[src/rtl/counter_bcd2bin_pkg.sv]
`default_nettype none
// ============================================================================
//  Module      : counter_bcd2bin_pkg
//  Description : Shared types and constants for the sequential BCD-to-binary
//                converter (reverse double-dabble).
//                  - state_t            : converter FSM states
//                  - C_N_DIG_DEFAULT    : default number of BCD digits
//                  - C_W_BIN_DEFAULT    : default binary width / shift count
//                  - C_CORR_THRESH/SUB  : per-digit "if >= 8 subtract 3"
//                  - C_BCD_MAX_DIGIT    : largest legal BCD digit
//  Revision    : 1.0 - initial release
// ============================================================================
package counter_bcd2bin_pkg;

    typedef enum logic [1:0] {
        ST_IDLE = 2'd0,
        ST_CONV = 2'd1,
        ST_DONE = 2'd2
    } state_t;

    localparam int         C_N_DIG_DEFAULT = 3;
    localparam int         C_W_BIN_DEFAULT = 10;

    localparam logic [3:0] C_CORR_THRESH   = 4'd8;
    localparam logic [3:0] C_CORR_SUB      = 4'd3;
    localparam logic [3:0] C_BCD_MAX_DIGIT = 4'd9;

    // True when a 4-bit nibble is not a legal BCD digit.
    function automatic logic digit_is_invalid(input logic [3:0] digit);
        return (digit > C_BCD_MAX_DIGIT);
    endfunction

endpackage : counter_bcd2bin_pkg
`default_nettype wire

[src/rtl/counter_bcd2bin_if.sv]
`default_nettype none
// ============================================================================
//  Module      : counter_bcd2bin_if
//  Description : Request/response bundle of the BCD-to-binary converter.
//                  i_valid/o_ready/i_bcd : request side (packed BCD in)
//                  o_valid/i_ready/o_bin/o_err : response side
//                Modport slave is the converter, master is the user.
//  Revision    : 1.0 - initial release
// ============================================================================
interface counter_bcd2bin_if
    import counter_bcd2bin_pkg::*;
#(
    parameter int N_DIG = C_N_DIG_DEFAULT,
    parameter int W_BIN = C_W_BIN_DEFAULT
);
    logic               i_valid;
    logic               o_ready;
    logic [4*N_DIG-1:0] i_bcd;
    logic               o_valid;
    logic               i_ready;
    logic [W_BIN-1:0]   o_bin;
    logic               o_err;

    modport slave (
        input  i_valid, i_bcd, i_ready,
        output o_ready, o_valid, o_bin, o_err
    );

    modport master (
        output i_valid, i_bcd, i_ready,
        input  o_ready, o_valid, o_bin, o_err
    );
endinterface : counter_bcd2bin_if
`default_nettype wire

[src/rtl/counter_bcd_digit_corr.sv]
`default_nettype none
// ============================================================================
//  Module      : counter_bcd_digit_corr
//  Description : Combinational per-digit correction for reverse double-dabble:
//                o_digit = (i_digit >= 8) ? i_digit - 3 : i_digit.
//                  i_digit : 4-bit digit after the right shift
//                  o_digit : corrected digit
//  Revision    : 1.0 - initial release
// ============================================================================
module counter_bcd_digit_corr
    import counter_bcd2bin_pkg::*;
(
    input  wire logic [3:0] i_digit,
    output logic      [3:0] o_digit
);
    // Legal inputs never exceed 12 here, so the subtraction cannot wrap.
    assign o_digit = (i_digit >= C_CORR_THRESH) ? (i_digit - C_CORR_SUB) : i_digit;
endmodule : counter_bcd_digit_corr
`default_nettype wire

[src/rtl/counter_bcd2bin.sv]
`default_nettype none
// ============================================================================
//  Module      : counter_bcd2bin
//  Description : Sequential BCD-to-binary converter using reverse
//                double-dabble: one right shift of {bcd, bin} per cycle,
//                then "subtract 3 from every digit >= 8". The result is
//                presented W_BIN edges after the accepting edge.
//  Ports       : i_clk   - clock, rising edge
//                i_rst_n - asynchronous active-low reset
//                bus     - counter_bcd2bin_if.slave (valid/ready in and out)
//  Options     : `define COUNTER_BCD2BIN_ERR_EN to flag input digits > 9 on
//                o_err; otherwise o_err is tied low.
//  Revision    : 1.0 - initial release
// ============================================================================
module counter_bcd2bin
    import counter_bcd2bin_pkg::*;
#(
    parameter int N_DIG = C_N_DIG_DEFAULT,
    parameter int W_BIN = C_W_BIN_DEFAULT
)(
    input  wire logic         i_clk,
    input  wire logic         i_rst_n,
    counter_bcd2bin_if.slave  bus
);
    localparam int BCD_W = 4 * N_DIG;
    localparam int CNT_W = $clog2(W_BIN + 1);

    state_t             r_state;
    state_t             w_state_next;
    logic [BCD_W-1:0]   r_bcd;
    logic [W_BIN-1:0]   r_bin;
    logic [CNT_W-1:0]   r_cnt;
    logic               w_err;

    logic               w_ready;
    logic               w_valid;
    logic               w_accept;
    logic               w_last;
    logic [BCD_W+W_BIN-1:0] w_shift;
    logic [BCD_W-1:0]   w_bcd_corr;

    assign w_accept = bus.i_valid && (r_state == ST_IDLE);
    assign w_last   = (r_cnt == CNT_W'(W_BIN - 1));

    // The BCD LSB falls into the binary MSB on every shift.
    assign w_shift  = {r_bcd, r_bin} >> 1;

    generate
        for (genvar gi = 0; gi < N_DIG; gi++) begin : g_digit
            counter_bcd_digit_corr u_corr (
                .i_digit (w_shift[W_BIN + 4*gi +: 4]),
                .o_digit (w_bcd_corr[4*gi +: 4])
            );
        end
    endgenerate

    // ------------------------------------------------------------------
    // FSM
    // ------------------------------------------------------------------
    always_ff @(posedge i_clk or negedge i_rst_n) begin
        if (!i_rst_n) begin
            r_state <= ST_IDLE;
        end else begin
            r_state <= w_state_next;
        end
    end

    always_comb begin
        w_state_next = r_state;
        w_ready      = 1'b0;
        w_valid      = 1'b0;
        case (r_state)
            ST_IDLE: begin
                w_ready = 1'b1;
                if (bus.i_valid) begin
                    w_state_next = ST_CONV;
                end
            end
            ST_CONV: begin
                if (w_last) begin
                    w_state_next = ST_DONE;
                end
            end
            ST_DONE: begin
                w_valid = 1'b1;
                if (bus.i_ready) begin
                    w_state_next = ST_IDLE;
                end
            end
            default: begin
                w_state_next = ST_IDLE;
            end
        endcase
    end

    // ------------------------------------------------------------------
    // Datapath: shift registers and iteration counter
    // ------------------------------------------------------------------
    always_ff @(posedge i_clk or negedge i_rst_n) begin
        if (!i_rst_n) begin
            r_bcd <= '0;
            r_bin <= '0;
            r_cnt <= '0;
        end else if (w_accept) begin
            r_bcd <= bus.i_bcd;
            r_bin <= '0;
            r_cnt <= '0;
        end else if (r_state == ST_CONV) begin
            r_bcd <= w_bcd_corr;
            r_bin <= w_shift[W_BIN-1:0];
            r_cnt <= r_cnt + CNT_W'(1);
        end
    end

    // ------------------------------------------------------------------
    // Optional illegal-digit flag, captured with the request
    // ------------------------------------------------------------------
`ifdef COUNTER_BCD2BIN_ERR_EN
    logic r_err;
    logic w_bcd_bad;

    always_comb begin
        w_bcd_bad = 1'b0;
        for (int i = 0; i < N_DIG; i++) begin
            if (digit_is_invalid(bus.i_bcd[4*i +: 4])) begin
                w_bcd_bad = 1'b1;
            end
        end
    end

    always_ff @(posedge i_clk or negedge i_rst_n) begin
        if (!i_rst_n) begin
            r_err <= 1'b0;
        end else if (w_accept) begin
            r_err <= w_bcd_bad;
        end
    end

    assign w_err = r_err;
`else
    assign w_err = 1'b0;
`endif

    assign bus.o_ready = w_ready;
    assign bus.o_valid = w_valid;
    assign bus.o_bin   = r_bin;
    assign bus.o_err   = w_err && (r_state == ST_DONE);

endmodule : counter_bcd2bin
`default_nettype wire

[src/flat_wrapper.sv]
// flat-port wrapper written by rule: the top's interface ports become plain ports
module counter_bcd2bin_flat import counter_bcd2bin_pkg::*;
#(
    parameter int N_DIG = C_N_DIG_DEFAULT,
    parameter int W_BIN = C_W_BIN_DEFAULT
)
  (i_clk, i_rst_n, bus_i_valid, bus_i_bcd, bus_i_ready, bus_o_ready, bus_o_valid, bus_o_bin, bus_o_err);
  counter_bcd2bin_if #(.N_DIG(N_DIG), .W_BIN(W_BIN)) bus_i ();
  input  wire logic i_clk;
  input  wire logic i_rst_n;
  input wire logic [$bits(bus_i.i_valid)-1:0] bus_i_valid;
  input wire logic [$bits(bus_i.i_bcd)-1:0] bus_i_bcd;
  input wire logic [$bits(bus_i.i_ready)-1:0] bus_i_ready;
  output wire logic [$bits(bus_i.o_ready)-1:0] bus_o_ready;
  output wire logic [$bits(bus_i.o_valid)-1:0] bus_o_valid;
  output wire logic [$bits(bus_i.o_bin)-1:0] bus_o_bin;
  output wire logic [$bits(bus_i.o_err)-1:0] bus_o_err;
  assign bus_i.i_valid = bus_i_valid;
  assign bus_i.i_bcd = bus_i_bcd;
  assign bus_i.i_ready = bus_i_ready;
  assign bus_o_ready = bus_i.o_ready;
  assign bus_o_valid = bus_i.o_valid;
  assign bus_o_bin = bus_i.o_bin;
  assign bus_o_err = bus_i.o_err;
  counter_bcd2bin #(.N_DIG(N_DIG), .W_BIN(W_BIN)) u_core (.i_clk(i_clk), .i_rst_n(i_rst_n), .bus(bus_i));
endmodule
[config.mk]
export PLATFORM = sky130hd
export DESIGN_NAME = counter_bcd2bin_flat
export DESIGN_NICKNAME = d
export VERILOG_FILES = /design/src/rtl/counter_bcd2bin_pkg.sv /design/src/rtl/counter_bcd2bin_if.sv /design/src/rtl/counter_bcd_digit_corr.sv /design/src/rtl/counter_bcd2bin.sv /design/src/flat_wrapper.sv
export SDC_FILE = /design/constraint.sdc
export NUM_CORES = 1
export LEC_CHECK = 0
export ABC_AREA = 0
export CORE_MARGIN = 2
export CORE_UTILIZATION = 40
export DETAILED_ROUTE_END_ITERATION = 10
export GPL_TIMING_DRIVEN = 0
export REMOVE_ABC_BUFFERS = 1
export SLEW_MARGIN = 20
export SYNTH_ARGS = -nofsm -noshare
export SYNTH_HDL_FRONTEND = slang
export SYNTH_SLANG_ARGS = --single-unit
[constraint.sdc]
create_clock -name i_clk -period 1.6 [get_ports i_clk]
set_input_delay 0.32 -clock i_clk [delete_from_list [all_inputs] [get_ports i_clk]]
set_output_delay 0.32 -clock i_clk [all_outputs]
set_load 0.005 [all_outputs]
Yosys cells after proc, flatten, opt, wreduce, memory -nomap -nowiden
Index checks and enable logic that the tools add are counted.
- $add $sub $neg: 4
- order comparisons: 3
- eq/ne operators: 6
- muxes and demuxes: 15
- reduce and logical (&&, ||, !) cells: 4
- operators with widths (kind ; count):
    two-way mux 12 bit ; 2
    two-way mux 10 bit ; 2
    two-way mux 4 bit ; 5
    greater-or-equal comparator 4 bit, second input constant ; 2
    subtractor 4 x 2 -> 4 bit, second input constant ; 2
    two-way mux 2 bit ; 3
    case mux 2 bit (3 select lines) ; 1
    adder 4 x 1 -> 4 bit, second input constant ; 1
    equality test 4 bit, second input constant ; 1
    greater-or-equal comparator 3 x 4 -> 1 bit, second input constant ; 1
    != test 2 bit, second input constant ; 2
    subtractor 3 x 2 -> 4 bit, second input constant ; 1
    AND reduction 3 bit ; 1
    equality test 2 x 1 -> 1 bit, second input constant ; 1
    equality test 2 bit, second input constant ; 1
    zero test 2 bit ; 1
    two-way mux 1 bit ; 2
    != test 2 x 1 -> 1 bit, second input constant ; 1
    nonzero test 2 bit ; 1
    logical AND 1 bit ; 1
- register bits: 28
- input port bits: 16
- output and inout bits: 13
- logic and storage cells: 36

Longest topological paths before layout
Gate-level depths: netlist (run 1).
- depth after elaboration: 4
- mapped depth: 5
- mapped depth without buffers: 5

Cells and area by module
Synthesis (run 1) repeated with hierarchy kept, for this count alone.
- cells, all modules: 160
- area, all modules: 1463.9 um^2
- modules (own cells, without submodules) (module ; times used ; cells each ; area an instance (um^2) ; sequential area each (um^2)):
    counter_bcd2bin ; 1 ; 127 ; 1234.9 ; 700.7
    counter_bcd_digit_corr ; 3 ; 11 ; 76.3 ; 0.0

Worst setup path after synthesis (run 1)
No wires, ideal clock.
- kind: reg2reg
- start: register u_core.r_state[0]
- end: register u_core.r_bcd[6]
- library setup time: 131 ps
- data arrival time: 1184 ps
- required time: 1469 ps
- path slack: 285 ps
- stages on the path, launching flop included: 6
- buffers on the path: 2
- clock period less this slack: 1315 ps
- cells stage by stage: dfrtp_1 > or3b_1 > buf_6 > buf_6 > nand3_2 > o211ai_1
- cells in the longest elaborated chain, start to end: 3
- elaborated cells on any way between the ends: 5
- classes of those cells: eq/ne (1); mux (1); reduce/logical (3)
- RTL lines (what ; RTL line ; RTL):
    start: declaration ; counter_bcd2bin.sv:28 ; state_t r_state;
    start signal: assignment ; counter_bcd2bin.sv:64 ; r_state <= w_state_next;
    zero test 2 bit ; counter_bcd2bin.sv:42 ; assign w_accept = bus.i_valid && (r_state == ST_IDLE);
    logical AND 1 bit ; counter_bcd2bin.sv:42 ;
    two-way mux 12 bit or nonzero test 2 bit (tied branches) ; n/a ;
    end signal: assignment ; counter_bcd2bin.sv:105 ; r_bcd <= bus.i_bcd;
    end signal: assignment ; counter_bcd2bin.sv:109 ; r_bcd <= w_bcd_corr;
    end: declaration ; counter_bcd2bin.sv:30 ; logic [BCD_W-1:0] r_bcd;
Several ways; a longest one is shown, not always the timed one.
A chain may end at the register's enable or synchronous reset.

Worst setup path after layout (run 1)
- start: register u_core.r_bin[5], in the netlist u_core.bus.o_bin[5]
- end: output bus_o_bin[5]
- RTL lines (what ; RTL line ; RTL):
    start: declaration ; counter_bcd2bin.sv:31 ; logic [W_BIN-1:0] r_bin;
    start signal: assignment ; counter_bcd2bin.sv:110 ; r_bin <= w_shift[W_BIN-1:0];
    end: declaration ; flat_wrapper.sv:16 ; output wire logic [$bits(bus_i.o_bin)-1:0] bus_o_bin;
No word-level cell between the ends.

==> results of run 1 <==
## final timing paths
check / slack (ns) / endpoint
hold reg to reg: 0.48 / u_core.bus.o_bin[9]
min in group asynchronous: 0.52 / u_core.r_cnt[3]
hold / removal: 0.48 / u_core.bus.o_bin[9]
max in group asynchronous: 0.64 / u_core.r_state[0]
setup / recovery: 0.05 / bus_o_bin[5]
setup reg to reg: 0.19 / u_core.r_bcd[7]
## cells by family (layout without fill, tap and decap cells)
family	after synthesis	after routing	synth area share [%]
xor gates and xnor gates	4	4	2.51
buffers and inverters	16	43	6.64
DFF	28	28	50.3
other	1	1	0.269
muxes	1	1	0.718
AOI/OAI and AO/OA	26	26	11.4
and+or+nand+nor	69	69	22.8
adders and majority gates	6	6	5.39
## power by group through the flow
stage          Clock [mW]  Sequential, mW  Combinational (mW)
3_3_place_gp            0            1.29                1.24
5_1_grt             0.507            1.34                1.56
2_1_floorplan           0            1.26               0.816
6_report            0.461            1.29                1.37
3_5_place_dp            0            1.31                1.28
4_1_cts             0.479            1.29                1.32
## cell usage in the layout (no fill, tap or decap), drive strengths merged, types with 3 or more instances in the layout
| cell | n |
|---|---|
| o21ai | 16 |
| dlymetal6s2s | 5 |
| nand3 | 19 |
| clkdlybuf4s50 | 19 |
| buf | 6 |
| nand2 | 37 |
| inv | 6 |
| dfrtp | 28 |
| nor2 | 4 |
| ha | 6 |
| a22oi | 3 |
| clkbuf | 3 |
## cell type report
cell class / count / share of cell area (%)
clock buffers: 3 / 1.27
clock inverters: 1 / 1.69
inverters: 6 / 1.27
multi-input cells: 107 / 34.8
flip-flops and latches: 28 / 39.5
well taps: 46 / 3.24
repair buffers: 33 / 18.2
## per-stage QoR
step,setup slack [ns],instance area (um^2),instances,hold slack (ns)
2_1_floorplan,0.133,1320,141,0.0244
3_3_place_gp,-0.697,1650,214,0.455
3_5_place_dp,-0.448,1650,214,0.376
4_1_cts,0.00625,1730,220,0.485
5_1_grt,-0.00235,1780,224,0.525
6_report,0.0497,1780,224,0.482
## per-layer routing
metal,global-route usage (%),vias to the layer above
met3,2.16,2
met1,17.9,533
met5,0,-
met4,6.39,0
li1,-,556
met2,27.8,22
## state kept, by name, summed over array words and instances (netlist names)
signal and count:
u_core.bus.o_bin 10, u_core.r_bcd 12, u_core.r_cnt 4, u_core.r_state 2
## cell usage after synthesis (3+ instances only)
master / n
nand2_1: 37
dfrtp_1: 28
nand3_1: 18
o21ai_0: 12
ha_1: 6
inv_1: 6
buf_2: 5
nor2_1: 4
o21ai_1: 4
a22oi_1: 3
buf_6: 3
## timing repair
item,in CTS,in global routing
endpoints found under the hold margin,28,0
hold buffers,1,0
pin swaps,0,0
gates resized for setup,7,8
buffers inserted,1,4
endpoints found under the setup margin,28,21
==> flow_summary.yaml, run 1 <==
run_status:
  status: "completed"
synthesis:
  synth_warnings: 0
  synth_top_area_share_pct: 50.3
  syn_area_per_cell_um2: 9.23
  yosys.area.top_type: "dfrtp_1"
  syn_inst: 151
  yosysSeqAreaShare_pct: 50.3
  async_flop_share_pct: 100
  synth-edff-count: 0
  synthDistinctLibCells: 29
  synthTopCellsByArea: "dfrtp_1, nand2_1, nand3_1, ha_1, o21ai_0"
  synth-seq-cells: 28
  ys.flop_type: "dfrtp_1"
  synth_area_um2: 1390
setup_path:
  cp_max_fo: 3
  crit_required_ns: 1.28
  timing.rr.start: "u_core.r_state[1]"
  cp-end-kind: "primary output"
  crit_chain: "clkdlybuf4s50_1"
  start_kind: "register"
  cp.arrival_ns: 1.23
  critPathMaxStageDelay_ns: 0.50
  cp_slowest_cell: "clkdlybuf4s50_1"
  path_delay_family: "buffers and inverters"
  crit_buf_inv: 1
  reg2reg_depth: 3
  crit_start: "u_core.bus.o_bin[5]"
  crit_type: "reg -> out"
  crit_cells: 1
pwr:
  p_sw_share_pct: 37.8
  p_per_area_nw_per_um2: 1750
  internal_power_mw: 1.94
  combinationalPowerShare_pct: 43.9
  clkPwrFrac_pct: 14.8
  switchingPower_mw: 1.18
  p_total_mw: 3.12
  sequentialPowerShare_pct: 41.3
  p_leak_nw: 0.907
  ir_worst_vdd_mv: 0.653
sta:
  finalMaxSlewViolations: 0
  clock_skew_ns: 0.00731
  tightest_slew_ns: 0.625
  hold_viol_final: 0
  min_period_ns: 1.55
  max_slew_margin_pct: 58.4
  fmax_mhz: 645
  finalSetupViolCount: 0
  final.setup.tns_ns: 0
  fin_crit_sh_pct: 96.9
global_routing:
  grt_max_degree: 29
  grt_first_pass_wirelength_mm: 4.84
  grt_pass1_vias: 1114
  antenna_found_initial: 0
  grt_usage_pct: 15.3
  grt_overflow: 0
floorplanning:
  ioPinCount: 29
  die_h_um: 63.0
  initial_core_util_pct: 41.8
  die-area_um2: 3970
  core-area_um2: 3340
  die_w_um: 63.0
  core.rowCount: 21
cells_and_area:
  fillers: 335
  finalNetCount: 201
  drive_above_1_share_pct: 9.55
  areaGrowthSynthToFinish_pct: 27.6
  multiInputGateArea_um2: 618
  final_core_util_pct: 53.3
  antenna_cells: 0
  regArea_um2: 703
cts:
  numCtsBuffers: 3
  cts.sink_count: 28
  cts-root-buf: "clkbuf_4"
  cts_tree: "yes"
  insertion_delay_ns: 0.33
  clock_path_buffers: 2
  clkTransAtPathRegs_ns: 0.15
  htreeDepth: 1
detailed_routing:
  ant_nets: 0
  wl_met1_mm: 1.31
  drt_wl_total_mm: 2.82
  route.top_layer_used: "met4"
  met3_wirelength_um: 98
  drc_errors: 0
  dr_wl_met2_mm: 1.39
  viasPerCell: 4.97
  post_drt_wl_per_cell_um: 12.6
  drtPass1Iterations: 4
  vias: 1113
  drt_iter0_markers: 86
hold_path:
  min-delay-path-class: "reg -> reg"
  min_from: "u_core.r_bcd[0]"
  whs_path_depth: 2
placement:
  io_buffers: 27
  gp_congestion: 0.762
  dp_hpwl_mm: 1.77
job:
  drv_cap: 0
No activity file was read; power rests on OpenSTA's default activity.
==> inputs of run 2 (changes only) <==
--- a/config.mk
+++ b/config.mk
@@ -11,7 +11,8 @@
 export DETAILED_ROUTE_END_ITERATION = 10
 export GPL_TIMING_DRIVEN = 0
 export REMOVE_ABC_BUFFERS = 1
-export SLEW_MARGIN = 20
+export SLEW_MARGIN = 25
 export SYNTH_ARGS = -nofsm -noshare
 export SYNTH_HDL_FRONTEND = slang
 export SYNTH_SLANG_ARGS = --single-unit
+export TNS_END_PERCENT = 1
==> run 2 against run 1 <==
- register-to-register slack barely moved
- largest cell class unchanged
- total power decreased by 2.4%
- setup slack worse by 0.015 ns
- global-route usage unchanged
- hold slack better by 0.0010 ns
- first-iteration DRC count is 9.3% higher
- non-clock buffer count shrank 4
- sequential cell count stayed put
- combinational power down 7%
- final area fell by 1.3%
==> flow_summary.yaml, run 2 (synthesis results as in run 1) <==
pwr:
  switchingPower_mw: 1.16
  combinationalPowerShare_pct: 42.3
  clkPwrFrac_pct: 15.2
  internal_power_mw: 1.88
  ir_worst_vdd_mv: 0.654
  sequentialPowerShare_pct: 42.5
  p_leak_nw: 0.930
  p_sw_share_pct: 38.3
  p_per_area_nw_per_um2: 1730
cts:
  clock_path_buffers: 2
  cts-root-buf: "clkbuf_4"
  cts_tree: "yes"
  htreeDepth: 1
  insertion_delay_ns: 0.33
  numCtsBuffers: 3
  clkTransAtPathRegs_ns: 0.15
  cts.sink_count: 28
setup_path:
  cp.arrival_ns: 1.25
  crit_start: "u_core.r_state[1]"
  critPathMaxStageDelay_ns: 0.48
  crit_type: "reg -> out"
  crit_required_ns: 1.28
  cp-end-kind: "primary output"
  crit_buf_inv: 1
  crit_chain: "and2b_1 > dlygate4sd2_1"
  path_delay_family: "flip-flops"
  timing.rr.start: "u_core.r_state[1]"
  cp_max_fo: 7
  cp_slowest_cell: "dfrtp_2"
  start_kind: "register"
detailed_routing:
  post_drt_wl_per_cell_um: 12.7
  drc_errors: 0
  vias: 1098
  ant_nets: 0
  viasPerCell: 4.99
  drtPass1Iterations: 4
  drt_wl_total_mm: 2.79
  drt_iter0_markers: 94
global_routing:
  grt_usage_pct: 15.3
  grt_max_degree: 29
  grt_pass1_vias: 1114
  antenna_found_initial: 0
  grt_overflow: 0
  grt_first_pass_wirelength_mm: 4.84
floorplanning:
  core-area_um2: 3340
  initial_core_util_pct: 41.8
  die_w_um: 63.0
  die-area_um2: 3970
  die_h_um: 63.0
  core.rowCount: 21
  ioPinCount: 29
cells_and_area:
  final_cell_mix: "nand2_1, dfrtp_1, nand3_1, clkdlybuf4s50_1, o21ai_0"
  largest_reg_flops: 12
  drive_above_1_share_pct: 7.47
  areaGrowthSynthToFinish_pct: 25.9
  fillers: 336
  antenna_cells: 0
  layout_commonest_cell: "nand2_1"
  top_register: "u_core.r_bcd"
  regArea_um2: 703
  finalNetCount: 197
  stdcell_count: 220
  multiInputGateArea_um2: 618
sta:
  clock_skew_ns: 0.00904
  max_slew_margin_pct: 58.3
  rsz0062_at_grt: "yes"
  fmax_mhz: 639
  final.setup.tns_ns: 0
  finalSetupViolCount: 0
  tightest_slew_ns: 0.626
  hold_viol_final: 0
  finalMaxSlewViolations: 0
  fin_crit_sh_pct: 97.8
  min_period_ns: 1.57
placement:
  place_inst: 214
  io_buffers: 27
  gp_congestion: 0.762
  dp_hpwl_mm: 1.77
run_status:
  status: "completed"
hold_path:
  min_from: "u_core.r_bcd[0]"
  min-delay-path-class: "reg -> reg"
job:
  drv_cap: 0
## run 2: worst paths after layout
| path | end | slack, ns | depth (start not counted) |
|---|---|---|---|
| worst min-delay path | u_core.bus.o_bin[9] | 0.48 | 2 |
| worst max-delay path | bus_o_valid | 0.03 | 2 |
| worst min register to register | u_core.bus.o_bin[9] | 0.48 | 2 |
| min in group asynchronous | u_core.r_cnt[3] | 0.51 | 2 |
| worst max register to register | u_core.r_bcd[7] | 0.19 | 3 |
| max in group asynchronous | u_core.r_state[0] | 0.64 | 2 |
## run 2: per-layer routing
layer	global-route usage [%]	routed length [um]	vias up	part of all wire (%)
met2	27.8	1390	24	50
li1	-	-	548	-
met4	6.39	22	0	0.79
met3	2.16	96	2	3.4
met1	17.9	1270	524	46
met5	0	0	-	0
## run 2: area by class of cell
class / count / area share [%]
sequential: 28 / 40.1
multi-input combinational: 107 / 35.2
timing repair buffer: 29 / 17.1
tap: 46 / 3.28
clock inverter: 1 / 1.71
clock buffer: 3 / 1.28
inverter: 6 / 1.28
## run 2: tightest hold or removal path: stages, from the launching register on
cell	delay (ns)
dfrtp_1	0.37
nand2_1	0.05
nand2_1	0.05
## run 2: what timing repair did
item                                    CTS  global route
buffers inserted                          1             0
endpoints found under the setup margin   28            21
hold buffers                              1             0
gates cloned                              0             0
gates resized for setup                   7            10
hold endpoints to repair                 28             0
## run 2: stage by stage
step           utilization [%]  power (mW)  worst slack [ns]  instance area, um^2  hold WS [ns]
6_report                  52.6        3.04            0.0345                 1750         0.483
5_1_grt                   52.6        3.33           -0.0240                 1750         0.525
4_1_cts                   51.7        3.09           0.00625                 1730         0.485
3_5_place_dp              49.5        2.59            -0.448                 1650         0.376
3_3_place_gp              49.5        2.53            -0.697                 1650         0.455
2_1_floorplan                -        2.07             0.133                 1320        0.0244
## run 2: power by group through the flow
stage | Sequential, mW | Combinational (mW) | Clock, mW
final | 1.29 | 1.28 | 0.463
after detailed placement | 1.31 | 1.28 | 0
after floorplan | 1.26 | 0.816 | 0
after global routing | 1.35 | 1.47 | 0.507
after global placement | 1.29 | 1.24 | 0
after CTS | 1.29 | 1.32 | 0.479
==> inputs of run 3 (changes only) <==
--- a/config.mk
+++ b/config.mk
@@ -11,7 +11,6 @@
 export DETAILED_ROUTE_END_ITERATION = 10
 export GPL_TIMING_DRIVEN = 0
 export REMOVE_ABC_BUFFERS = 1
-export SLEW_MARGIN = 25
 export SYNTH_ARGS = -nofsm -noshare
 export SYNTH_HDL_FRONTEND = slang
 export SYNTH_SLANG_ARGS = --single-unit
==> run 3 against run 2 <==
- the run now ends with negative hold slack left
- count of clock-buffer cells in the layout stayed put
- final cell count stayed put
- sequential share of layout area hardly changed
- critical path type unchanged
- largest cell class unchanged
==> flow_summary.yaml, run 3 (synthesis results as in run 1) <==
run_status:
  status: "finished with violations"
  violations: "negative hold slack"
sta:
  fmax_mhz: 643
  clock_skew_ns: 0.00299
  tightest_slew_ns: 0.628
  rsz0062_at_grt: "yes"
  max_slew_margin_pct: 58.1
  finalSetupViolCount: 0
  finalMaxSlewViolations: 0
  final.setup.tns_ns: 0
  setup_ws_ns: 0.0455
  fin_crit_sh_pct: 97.2
  min_period_ns: 1.55
  hold_viol_final: 28
  whs_ns: -0.0179
global_routing:
  met3_usage_pct: 3.96
  grt.busiest_layer: "met2"
  grt_first_pass_wirelength_mm: 4.91
  grt_max_degree: 29
  grt_util_met2_pct: 27.4
  grt_usage_pct: 15.6
  antenna_found_initial: 0
  grt_pass1_vias: 1069
  gr-usage-met1_pct: 19.1
  grt_overflow: 0
setup_path:
  path_delay_family: "flip-flops"
  crit_required_ns: 1.28
  crit_type: "reg -> out"
  critPathMaxStageDelay_ns: 0.48
  crit_chain: "and2b_1 > clkdlybuf4s15_1"
  cp_max_fo: 6
  cp.arrival_ns: 1.23
  crit_buf_inv: 1
  start_kind: "register"
  cp-end-kind: "primary output"
  cp_slowest_cell: "dfrtp_2"
cts:
  insertion_delay_ns: 0.33
  htreeDepth: 1
  cts.sink_count: 28
  clock_path_buffers: 2
  clkTransAtPathRegs_ns: 0.15
  cts_tree: "yes"
  cts-root-buf: "clkbuf_4"
  numCtsBuffers: 3
cells_and_area:
  final_core_util_pct: 52.5
  drive_above_1_share_pct: 8.05
  final_cell_mix: "nand2_1, dfrtp_1, nand3_1, clkdlybuf4s50_1, o21ai_0"
  areaGrowthSynthToFinish_pct: 25.8
  top_register: "u_core.r_bcd"
  layout_commonest_cell: "nand2_1"
  finalNetCount: 197
  antenna_cells: 0
  design_area_um2: 1750
  largest_reg_flops: 12
detailed_routing:
  ant_nets: 0
  post_drt_wl_per_cell_um: 13.1
  drc_errors: 0
  vias: 1106
  drt_wl_total_mm: 2.87
  drt_iter0_markers: 84
  drtPass1Iterations: 6
  viasPerCell: 5.03
floorplanning:
  ioPinCount: 29
  core-area_um2: 3340
  core.rowCount: 21
  die_w_um: 63.0
  die-area_um2: 3970
  die_h_um: 63.0
  initial_core_util_pct: 41.8
pwr:
  ir_worst_vdd_mv: 0.524
  p_sw_share_pct: 38.3
  p_total_mw: 3.07
  sequentialPowerShare_pct: 42.5
  p_per_area_nw_per_um2: 1750
  internal_power_mw: 1.89
  clkPwrFrac_pct: 15.2
  switchingPower_mw: 1.18
  combinationalPowerShare_pct: 42.3
  p_leak_nw: 0.929
placement:
  post_dp_cell_area_um2: 1650
  io_buffers: 27
  gp_congestion: 0.762
  pre_cts_ws_ns: -0.700
  dp_hpwl_mm: 1.78
job:
  drv_cap: 0
hold_path:
  min-delay-path-class: "in -> async"
run 3: cell types whose count changed in the layout (fill, tap and decap cells not counted), sizes merged:
cell / delta
dlygate4sd2: -1
clkdlybuf4s15: +1
dlygate4sd3: -1
buf: +1
run 3: worst paths after layout:
kind                                         from                  end  slack (ns)  depth (start not counted)
worst max-delay path            u_core.r_state[0]          bus_o_valid        0.05                          2
worst min-delay path                      i_rst_n      u_core.r_cnt[2]       -0.02                          1
worst max register to register  u_core.r_state[0]      u_core.r_cnt[3]        0.18                          4
worst min register to register    u_core.r_bcd[0]  u_core.bus.o_bin[9]        0.48                          2
max in group asynchronous                 i_rst_n    u_core.r_state[0]        1.18                          1
min in group i_clk                u_core.r_bcd[0]  u_core.bus.o_bin[9]        0.48                          2
run 3: what timing repair did:
action / CTS / global route
hold buffers: 0 / 0
gates resized for setup: 7 / 12
buffers inserted: 1 / 1
setup endpoints to repair: 29 / 12
hold endpoints to repair: 0 / 0
run 3: layout make-up:
| class | count | area [um^2] |
|---|---|---|
| Fill cell | 338 | 1580 |
| Multi-Input combinational cell | 107 | 618 |
| Sequential cell | 28 | 703 |
| Clock inverter | 1 | 30.0 |
| Tap cell | 46 | 57.6 |
| Clock buffer | 3 | 22.5 |
| Timing Repair Buffer | 29 | 299 |
| Inverter | 6 | 22.5 |
run 3: metrics by stage:
step | hold slack, ns | std cells
2_1_floorplan | 0.0244 | 141
3_3_place_gp | 0.455 | 214
3_5_place_dp | 0.452 | 214
4_1_cts | 0.484 | 219
5_1_grt | 0.00418 | 220
6_report | -0.0179 | 220
run 3: worst reg2reg max path: stages (launching register included):
cell     delay, ns
dfrtp_2       0.46
buf_4         0.14
and2b_2       0.41
nand4_1       0.17
mux2i_1       0.14
run 3: power groups by stage:
| stage | Clock (mW) | Sequential (mW) | Combinational (mW) |
|---|---|---|---|
| finish | 0.466 | 1.30 | 1.30 |
| global route | 0.513 | 1.35 | 1.48 |
| CTS | 0.482 | 1.30 | 1.31 |
| global placement | 0 | 1.29 | 1.24 |
| detailed placement | 0 | 1.31 | 1.28 |
| floorplan | 0 | 1.26 | 0.816 |
run 3: metal layers:
metal  vias to the layer above  wire [um]
met5                         -          0
met2                        27       1370
met3                         2        134
met1                       531       1350
li1                        546          -
met4                         0         24
